**src/rtl/s713_bist_ctrl.sv**
```systemverilog
// BIST controller for the s713 core: LFSR pattern source on the core inputs,
// MISR compaction of the core outputs, start/done handshake with pass/fail flag.
module s713_bist_ctrl #(
  parameter logic [15:0] N_PAT     = 16'd1024,
  parameter logic [7:0]  FLUSH_CYC = 8'd8,
  parameter logic [34:0] LFSR_SEED = 35'h1
) (
  input  logic        CK,
  input  logic        RN,
  input  logic        START,
  input  logic [22:0] GOLDEN,
  input  logic [22:0] PO,
  output logic [34:0] PI,
  output logic        BUSY,
  output logic        DONE,
  output logic [22:0] SIG,
  output logic        PASS
);

  typedef enum logic [1:0] {
    S_IDLE,
    S_FLUSH,
    S_RUN,
    S_DONE
  } state_e;

  localparam logic [34:0] SEED_EFF   = (LFSR_SEED == '0) ? 35'h1 : LFSR_SEED;
  localparam logic [15:0] FLUSH_LAST = {8'd0, FLUSH_CYC} - 16'd1;
  localparam logic [15:0] N_LAST     = N_PAT - 16'd1;

  state_e      state_q, state_d;
  logic [34:0] lfsr_q, lfsr_d;
  logic [22:0] misr_q, misr_d;
  logic [15:0] cnt_q, cnt_d;

  always_ff @(posedge CK or negedge RN) begin
    if (!RN) begin
      state_q <= S_IDLE;
      lfsr_q  <= '0;
      misr_q  <= '0;
      cnt_q   <= '0;
    end else begin
      state_q <= state_d;
      lfsr_q  <= lfsr_d;
      misr_q  <= misr_d;
      cnt_q   <= cnt_d;
    end
  end

  always_comb begin
    state_d = state_q;
    lfsr_d  = lfsr_q;
    misr_d  = misr_q;
    cnt_d   = cnt_q;
    case (state_q)
      S_IDLE: begin
        if (START) begin
          lfsr_d  = SEED_EFF;
          misr_d  = '0;
          cnt_d   = '0;
          state_d = (FLUSH_CYC == 8'd0) ? S_RUN : S_FLUSH;
        end
      end
      S_FLUSH: begin
        if (cnt_q == FLUSH_LAST) begin
          cnt_d   = '0;
          state_d = S_RUN;
        end else begin
          cnt_d = cnt_q + 16'd1;
        end
      end
      S_RUN: begin
        // x^23+x^5+1: feedback from bit 22 enters at bits 0 and 5
        misr_d = {misr_q[21:0], misr_q[22]} ^ PO ^ {17'd0, misr_q[22], 5'd0};
        lfsr_d = {lfsr_q[33:0], lfsr_q[34] ^ lfsr_q[1]};
        cnt_d  = cnt_q + 16'd1;
        if (cnt_q == N_LAST) begin
          state_d = S_DONE;
        end
      end
      S_DONE: begin
        if (!START) begin
          state_d = S_IDLE;
        end
      end
      default: state_d = S_IDLE;
    endcase
  end

  always_comb begin
    PI   = (state_q == S_RUN) ? lfsr_q : '0;
    BUSY = (state_q == S_FLUSH) || (state_q == S_RUN);
    DONE = (state_q == S_DONE);
    SIG  = misr_q;
    PASS = (state_q == S_DONE) && (misr_q == GOLDEN);
  end

endmodule
```
**config.mk**
```make
export PLATFORM = sky130hd
export DESIGN_NAME = s713_bist_ctrl
export DESIGN_NICKNAME = d
export VERILOG_FILES = /design/src/rtl/s713_bist_ctrl.sv
export SDC_FILE = /design/constraint.sdc
export NUM_CORES = 1
export LEC_CHECK = 0
export CAP_MARGIN = 20
export CORE_MARGIN = 10
export CORE_UTILIZATION = 45
export CTS_BUF_LIST = sky130_fd_sc_hd__clkbuf_2 sky130_fd_sc_hd__clkbuf_4 sky130_fd_sc_hd__clkbuf_8
export DETAILED_ROUTE_END_ITERATION = 7
export PLACE_DENSITY = 0.78
export SLEW_MARGIN = 5
export SYNTH_ARGS = -nofsm -noshare
export SYNTH_HDL_FRONTEND = slang
export SYNTH_SLANG_ARGS = --single-unit
```
**constraint.sdc**
```tcl
create_clock -name CK -period 1.83 [get_ports CK]
set_input_delay 0.183 -clock CK [delete_from_list [all_inputs] [get_ports CK]]
set_output_delay 0.183 -clock CK [all_outputs]
set_load 0.1 [all_outputs]
```
; ---- After elaboration in Yosys (flattened, before gate mapping)
; Cells that the tools add are included.
; W data, S select, Z words.
[totals]
regBits = 76
latchBits = 0
mem_bits_rw = 0
mem_bits_ro = 0
inputBits = 49
elab_cells = 39
memories = 0
[op_classes]
n_addsub = 1
n_mul = 0
n_div = 0
order_cmp = 0
n_eq_ne = 10
n_shift = 0
mux = 13
bitwise = 3
reduce_logical = 8
[ops]
columns = cell, count
row1 = $mux W35, 2
row2 = $pmux W35 S2, 1
row3 = $pmux W16 S3, 1
row4 = $pmux W23 S2, 1
row5 = $mux W16, 2
row6 = $eq A23 B23 Y1, 1
row7 = $mux W23, 1
row8 = $xor A23 B23 Y23, 1
row9 = $xor A23 B6 Y23, 1
row10 = $add A16 B1 Y16 const B, 1
row11 = $eq A16 B10 Y1 const B, 1
row12 = $eq A16 B3 Y1 const B, 1
row13 = $mux W2, 4
row14 = $ne A2 B2 Y1 const B, 4
row15 = $pmux W2 S4, 1
row16 = $eq A2 B2 Y1 const B, 2
row17 = $reduce_and A2 Y1, 2
row18 = $reduce_and A4 Y1, 1
row19 = $reduce_bool A3 Y1, 1
row20 = $eq A2 B1 Y1 const B, 1
row21 = $logic_not A2 Y1, 1
row22 = $reduce_bool A2 Y1, 1
row23 = $logic_and A1 B1 Y1, 1
row24 = $logic_or A1 B1 Y1, 1
row25 = $xor A1 B1 Y1, 1

; ---- Depth between registers and ports, before layout
; Gate-level depths: netlist of run 1.
[logic_depth]
depth_word = 3
depth_mapped = 8

; ---- Worst setup path after synthesis of run 1
; No wires, ideal clock.
[synth_path]
path_type = register to output
start = register misr_q[22], in the netlist SIG[22]
end = output PASS
arrival_time_ns = 3.547
path_slack_ns = -1.900
path_stages_with_launch = 5
path_buffers = 0
path_cell_list = dfrtp_1 xor2_1 nor4_1 nand4_1 nor3_1
[synth_via]
elab_chain_cells = 2
[synth_lines]
columns = element, line_no
row1 = from (decl), 33  ; logic [22:0] misr_q, misr_d;
row2 = from (signal assigned), 45  ; misr_q <= misr_d;
row3 = $eq A23 B23 Y1, 95  ; PASS = (state_q == S_DONE) && (misr_q == GOLDEN);
row4 = $logic_and A1 B1 Y1, 95
row5 = to (decl), 17  ; output logic PASS
; Every way passes these cells.

; ---- Final worst setup path of run 1
[layout_path]
start = register misr_q[1], in the netlist SIG[1]
end = output PASS
; Same word-level chain as after synthesis.

==> results of run 1 <==
## synthesized netlist by cell type, types with 2 or more instances
cell type  instances
xor2_1            39
a211o_1            2
buf_2              4
and2_1            38
and3_1             4
mux2i_1            4
xnor2_1           10
buf_4             35
nor2_1            11
nor4_1             9
o21ai_0           10
nor3_1             5
ha_1               5
inv_1              5
nor2b_1            5
nand3_1            3
nand2_1           11
clkbuf_1          12
nand4_1            3
a22o_1            65
or3_1              2
dfrtp_1           76
a21oi_1            4
buf_1              2
## where the power goes
group	switching [mW]	total (mW)	internal, mW	leakage, nW
clock	0.627	1.28	0.653	0.0979
combinational	4.49	7.39	2.90	1.92
sequential	0.450	2.60	2.15	0.988
## sequential cells by signal, indices dropped and copies added (netlist names)
| signal | flops |
|---|---|
| state_q | 2 |
| SIG | 23 |
| cnt_q | 16 |
| lfsr_q | 35 |
## worst max-delay path by stage
stage                     from   end  cells past startpoint
CTS                     SIG[1]  PASS                      6
global placement    GOLDEN[21]  PASS                      7
finish                  SIG[1]  PASS                      6
detailed placement  GOLDEN[21]  PASS                      7
floorplan              SIG[21]  PASS                      4
global route            SIG[1]  PASS                      6
## timing repair
action,CTS,global route
endpoints found under the setup margin,50,82
pin swaps,7,15
gates cloned,6,1
buffers inserted,12,6
gates resized for setup,61,32
hold buffers,1,0
endpoints found under the hold margin,38,0
## per-layer routing
metal,wire [microns],up-vias,GRT usage [%],part of all wire (%)
li1,-,1589,-,-
met3,1024,19,6.408,7.9
met1,5270,1779,23.25,41
met2,6518,153,30.89,50
met4,148,0,5.088,1.1
met5,0,-,0,0
## cell families (layout without fill, tap and decap cells)
| group | after synthesis | in the layout | synth area share, % |
|---|---|---|---|
| and+or+nand+nor | 98 | 98 | 13.93 |
| DFF | 76 | 76 | 46.23 |
| adders and majority gates | 5 | 5 | 1.521 |
| xor gates and xnor gates | 49 | 49 | 10.43 |
| AOI/OAI and AO/OA | 91 | 91 | 18.04 |
| buffers and inverters | 58 | 192 | 8.607 |
| muxes | 5 | 5 | 1.247 |
## final cells by class
| class | instances | share of cell area [%] |
|---|---|---|
| clock buffer | 10 | 2.090 |
| clock inverter | 5 | 0.7982 |
| inverter | 5 | 0.2851 |
| multi-input combinational | 248 | 32.80 |
| sequential | 76 | 29.80 |
| tap | 108 | 2.052 |
| timing repair buffer | 172 | 32.17 |
## critical path, cell delays in order (launching register included)
cell	delay, ps
dfrtp_4	500
xor2_1	160
nor4_2	290
buf_4	150
nand4_1	120
nor3_4	200
buf_12	200
## stage by stage
| stage | hold WS [ps] | instances | area [sq um] |
|---|---|---|---|
| finish | 358.0 | 624 | 6584 |
| global route | 412.0 | 624 | 6584 |
| CTS | 379.4 | 618 | 6426 |
| detailed placement | 193.9 | 584 | 5763 |
| global placement | 187.7 | 584 | 5763 |
| floorplan | -112.6 | 382 | 4203 |
## layout by cell type, fill, tap and decap left out, types with 11 or more instances in the layout
cell and count:
nand2_1 11, dfrtp_4 12, dfrtp_1 52, dfrtp_2 12
a22o_1 65, buf_4 68, and2_4 35, xor2_1 39
buf_12 44, clkdlybuf4s50_1 47
==> metrics.cfg, run 1 <==
[critical_path]
timing.rr.end=cnt_q[7]
r2r_slack_ps=-120
cp-end-kind=primary output
cp_max_fo=2
reg2reg_from=cnt_q[11]
cp_data_required_time_ps=1650
critPathLaunchType=flop
critical_path_arrival_ps=1980
path_class=flop to primary output
rr_worst_depth=7

[floorplanning]
dieArea_sq_um=13370
core_sq_um=8806
die_w_microns=115.6
die_h_microns=115.6
num_io_pins=110
row_count=34
start_util_pct=46.72

[synthesis]
synth.top_cell.area_share_pct=46.23
yosysWarnings=0
synthTopCellsByArea=dfrtp_1 (46%), a22o_1 (14%), xor2_1 (8.3%)
syn_nets=436
netlist_area_sq_um=4114
synth-async-reset-ratio_pct=100.0
ys_seq_elements=76
ys.flop_type=dfrtp_1
syn_inst=382
seq_area_frac_synth_pct=46.23
synth_top_cell_by_area=dfrtp_1
syn_avg_cell_area_sq_um=10.77
synth_cell_type_count=42
synth_edf_count=0

[global_route]
grt_use_total_pct=18.84
grt_max_degree=59
grt_pass1_wl_mm=20.04
antenna_found_initial=0
grt_pass1_vias=3737
globalRoute.totalOverflow=0

[route]
vias_per_cell=5.673
routed_wl_mm=12.96
ant_nets=0
route.detailed.drc=0
vias=3540
drt_iter0_drc=205
wl_per_cell_microns=20.77
drt_first_pass_iters=5

[power]
power.density_nw_per_um2=1713
finalPower_mw=11.28
vdd_drop_max_v=0.001450
leakage_nw=3.003

[layout]
finalNetCount=566
layout-drive-gt1-share_pct=45.74
fin_util_pct=74.77
regArea_sq_um=1962
n_antenna_cell=0
num-fill-cells=520
area_growth_pct=60.04
multiInputGateArea_sq_um=2160

[clock_tree]
root_buffer=clkbuf_8
max-clock-path-buffers=2
numCtsBuffers=9
cts.sinks=76
worstSkewPairLatency_ps=350
cts_tree=done
htreeDepth=3
path_clk_slew_ps=80

[status]
status=finished, violations left
failed_checks=negative setup slack

[place]
hpwl_mm=8.111
gp_congestion=0.8373
pre_cts_slack_ps=-223.9
portBuffers=109

[run]
drv_cap=0

[timing]
timing.final.hold_violations=0
relSlewSlack_pct=65.68
setup_viol=11
tns_ps=-777.4
setup_slack_ps=-328.4
rsz0062_at_grt=yes
fin_worst_skew_ps=11.61
fmax_mhz=463.3
min_period_over_period_pct=117.9
slew_violations=0
worstMarginPinSlew_ps=514.9
min_period_ps=2158

[min_path]
hp-class=input pin to async pin

No activity file was read; power rests on OpenSTA's default activity.
==> run 2, diff against run 1 <==
--- a/config.mk
+++ b/config.mk
@@ -7,10 +7,9 @@
 export LEC_CHECK = 0
 export CAP_MARGIN = 20
 export CORE_MARGIN = 10
-export CORE_UTILIZATION = 45
-export CTS_BUF_LIST = sky130_fd_sc_hd__clkbuf_2 sky130_fd_sc_hd__clkbuf_4 sky130_fd_sc_hd__clkbuf_8
+export CORE_UTILIZATION = 25
+export CTS_BUF_LIST = sky130_fd_sc_hd__clkbuf_8
 export DETAILED_ROUTE_END_ITERATION = 7
-export PLACE_DENSITY = 0.78
 export SLEW_MARGIN = 5
 export SYNTH_ARGS = -nofsm -noshare
 export SYNTH_HDL_FRONTEND = slang
==> run 2 against run 1 <==
  * The run still ends with negative setup slack left
  * Sequential power about the same
  * Final cell count increased by 16%
  * Core utilization decreased by 34 points
  * Critical path type unchanged
  * Global-route usage decreased by 7.9 points
  * Setup slack improved by 59 ps
==> metrics.cfg, run 2 (synthesized netlist as in run 1, its figures left out) <==
[status]
failed_checks=negative setup slack
status=finished, violations left

[timing]
relSlewSlack_pct=62.48  ; -3.2 points
setup_viol=38  ; +27
setup_slack_ps=-269.4  ; +58.98 ps
slew_violations=0  ; unchanged
timing.final.hold_violations=0  ; unchanged
worstMarginPinSlew_ps=559.0  ; +44.13 ps
rsz0062_at_grt=yes
fmax_mhz=476.3  ; +2.8%
fin_worst_skew_ps=13.93  ; +2.323 ps
min_period_ps=2099  ; -58.98 ps
min_period_over_period_pct=114.7  ; -3.2 points

[power]
internal_power_mw=5.499  ; -3.7%
p_sw_share_pct=49.26  ; -0.077 points
power.net_switching_mw=5.337  ; -4.0%
vdd_drop_max_v=0.001263  ; -13%
power.density_nw_per_um2=1646  ; -3.9%
leakage_nw=2.909  ; -3.1%
power_frac_seq_pct=23.9  ; +0.8 points
p_comb_share_pct=62.2  ; -3.3 points
clkPwrFrac_pct=13.9  ; +2.5 points

[floorplanning]
start_util_pct=25.71  ; -21 points
dieArea_sq_um=21990  ; +64%
row_count=46  ; +35%
die_w_microns=148.3  ; +28%
num_io_pins=110  ; unchanged
core_sq_um=16000  ; +82%
die_h_microns=148.3  ; +28%

[layout]
regArea_sq_um=1961  ; about the same
largest_reg_flops=35  ; unchanged
num-fill-cells=1568  ; +200%
finalNetCount=558  ; -1.4%
top_register=lfsr_q
layout_common_cells=a22o_1 (65), buf_4 (63), dfrtp_1 (53)
area_growth_pct=59.98  ; about the same
stdcell_count=725  ; +16%
layout-drive-gt1-share_pct=43.61  ; -2.1 points
multiInputGateArea_sq_um=2152  ; -0.35%
n_antenna_cell=0  ; unchanged
layout_commonest_cell=a22o_1
design_area_sq_um=6581  ; about the same

[global_route]
grt_use_total_pct=10.92  ; -7.9 points
globalRoute.totalOverflow=0  ; unchanged
grt_max_degree=41  ; -31%
grt_pass1_vias=3501  ; -6.3%
antenna_found_initial=0  ; unchanged
grt_pass1_wl_mm=19.33  ; -3.5%

[clock_tree]
max-clock-path-buffers=2  ; unchanged
root_buffer=clkbuf_8
cts_tree=done
path_clk_slew_ps=80  ; about the same
numCtsBuffers=9  ; unchanged
worstSkewPairLatency_ps=360  ; about the same
cts.sinks=76  ; unchanged
htreeDepth=3  ; unchanged

[min_path]
hp-class=input pin to async pin

[critical_path]
rr_worst_depth=7  ; unchanged
r2r_slack_ps=-10  ; +110 ps
critPathLaunchType=flop
cp-end-kind=primary output
timing.rr.end=cnt_q[8]
cp_data_required_time_ps=1650  ; about the same
critical_path_arrival_ps=1920  ; -60 ps
cp_max_fo=2  ; unchanged
path_class=flop to primary output
reg2reg_from=state_q[1]

[route]
vias=3272  ; -7.6%
wl_per_cell_microns=16.92  ; -19%
routed_wl_mm=12.27  ; -5.3%
drt_first_pass_iters=4  ; -1
route.detailed.drc=0  ; unchanged
drt_iter0_drc=125  ; -39%
ant_nets=0  ; unchanged
vias_per_cell=4.513  ; -20%

[place]
gp_congestion=0.8186  ; -2.2%
dp.cells=699  ; +20%
hpwl_mm=8.808  ; +8.6%
portBuffers=109  ; unchanged
dpl_cell_area_sq_um=5926  ; +2.8%

[run]
drv_cap=0  ; unchanged

[run 2: worst max path at each step]
stage	startpoint	to	slack, ps	depth (start not counted)
floorplan	SIG[21]	PASS	-410	4
global placement	GOLDEN[21]	PASS	-200	7
detailed placement	GOLDEN[21]	PASS	-200	7
CTS	SIG[1]	PASS	-360	6
global route	SIG[1]	PASS	-370	6
finish	SIG[1]	PASS	-270	6
[run 2: routing by layer]
layer / GRT usage [%] / share of wire, % / wire length, microns / up-vias
li1: - / - / - / 1576
met1: 14.12 / 46 / 5651 / 1605
met2: 16.56 / 46 / 5679 / 83
met3: 4.399 / 6.8 / 838 / 8
met4: 2.676 / 0.81 / 99 / 0
met5: 0 / 0 / 0 / -
[run 2: cell type report]
| cell class | instances | share of cell area (%) |
|---|---|---|
| clock inverters | 5 | 1.255 |
| clock buffers | 11 | 2.300 |
| flip-flops and latches | 76 | 29.79 |
| well taps | 216 | 4.106 |
| inverters | 5 | 0.2852 |
| multi-input cells | 248 | 32.70 |
| repair buffers | 164 | 29.56 |
[run 2: per-stage QoR]
stage | worst slack [ps] | utilization [%] | hold slack (ps) | TNS, ps | total power, mW
2_1_floorplan | -406.8 | - | -112.6 | -407.1 | 6.697
3_3_place_gp | -197.2 | 37.03 | 200.7 | -310.2 | 8.605
3_5_place_dp | -200.0 | 37.03 | 205.4 | -368.1 | 8.669
4_1_cts | -364.4 | 39.62 | 376.5 | -366.8 | 10.42
5_1_grt | -368.6 | 41.13 | 396.4 | -4448 | 11.42
6_report | -269.4 | 41.13 | 356.2 | -940.0 | 10.84
[run 2: repair_timing]
item	CTS	global route
hold buffers	1	0
endpoints found under the setup margin	45	47
hold endpoints to repair	36	0
gates cloned	0	3
setup buffers	2	4
pin swaps	7	9
gates resized for setup	46	35
[run 2: worst max-delay path: stages (launching register included)]
cell	delay, ps
dfrtp_4	480
xor2_1	150
nor4_2	270
buf_4	140
nand4_1	120
nor3_4	180
buf_12	200
[run 2: power groups by stage]
stage | sequential, mW | clock, mW | combinational, mW
floorplan | 4.08 | 0 | 2.62
global placement | 2.60 | 0 | 6.01
detailed placement | 2.60 | 0 | 6.07
CTS | 2.59 | 1.56 | 6.27
global route | 2.65 | 1.62 | 7.14
finish | 2.59 | 1.50 | 6.74
==> run 3, diff against run 2 <==
--- a/config.mk
+++ b/config.mk
@@ -7,9 +7,10 @@
 export LEC_CHECK = 0
 export CAP_MARGIN = 20
 export CORE_MARGIN = 10
-export CORE_UTILIZATION = 25
+export CORE_UTILIZATION = 45
 export CTS_BUF_LIST = sky130_fd_sc_hd__clkbuf_8
 export DETAILED_ROUTE_END_ITERATION = 7
+export PLACE_DENSITY = 0.78
 export SLEW_MARGIN = 5
 export SYNTH_ARGS = -nofsm -noshare
 export SYNTH_HDL_FRONTEND = slang
==> results of run 3 <==
Same layout as run 1: the final DEF is identical, and so are final timing and power.
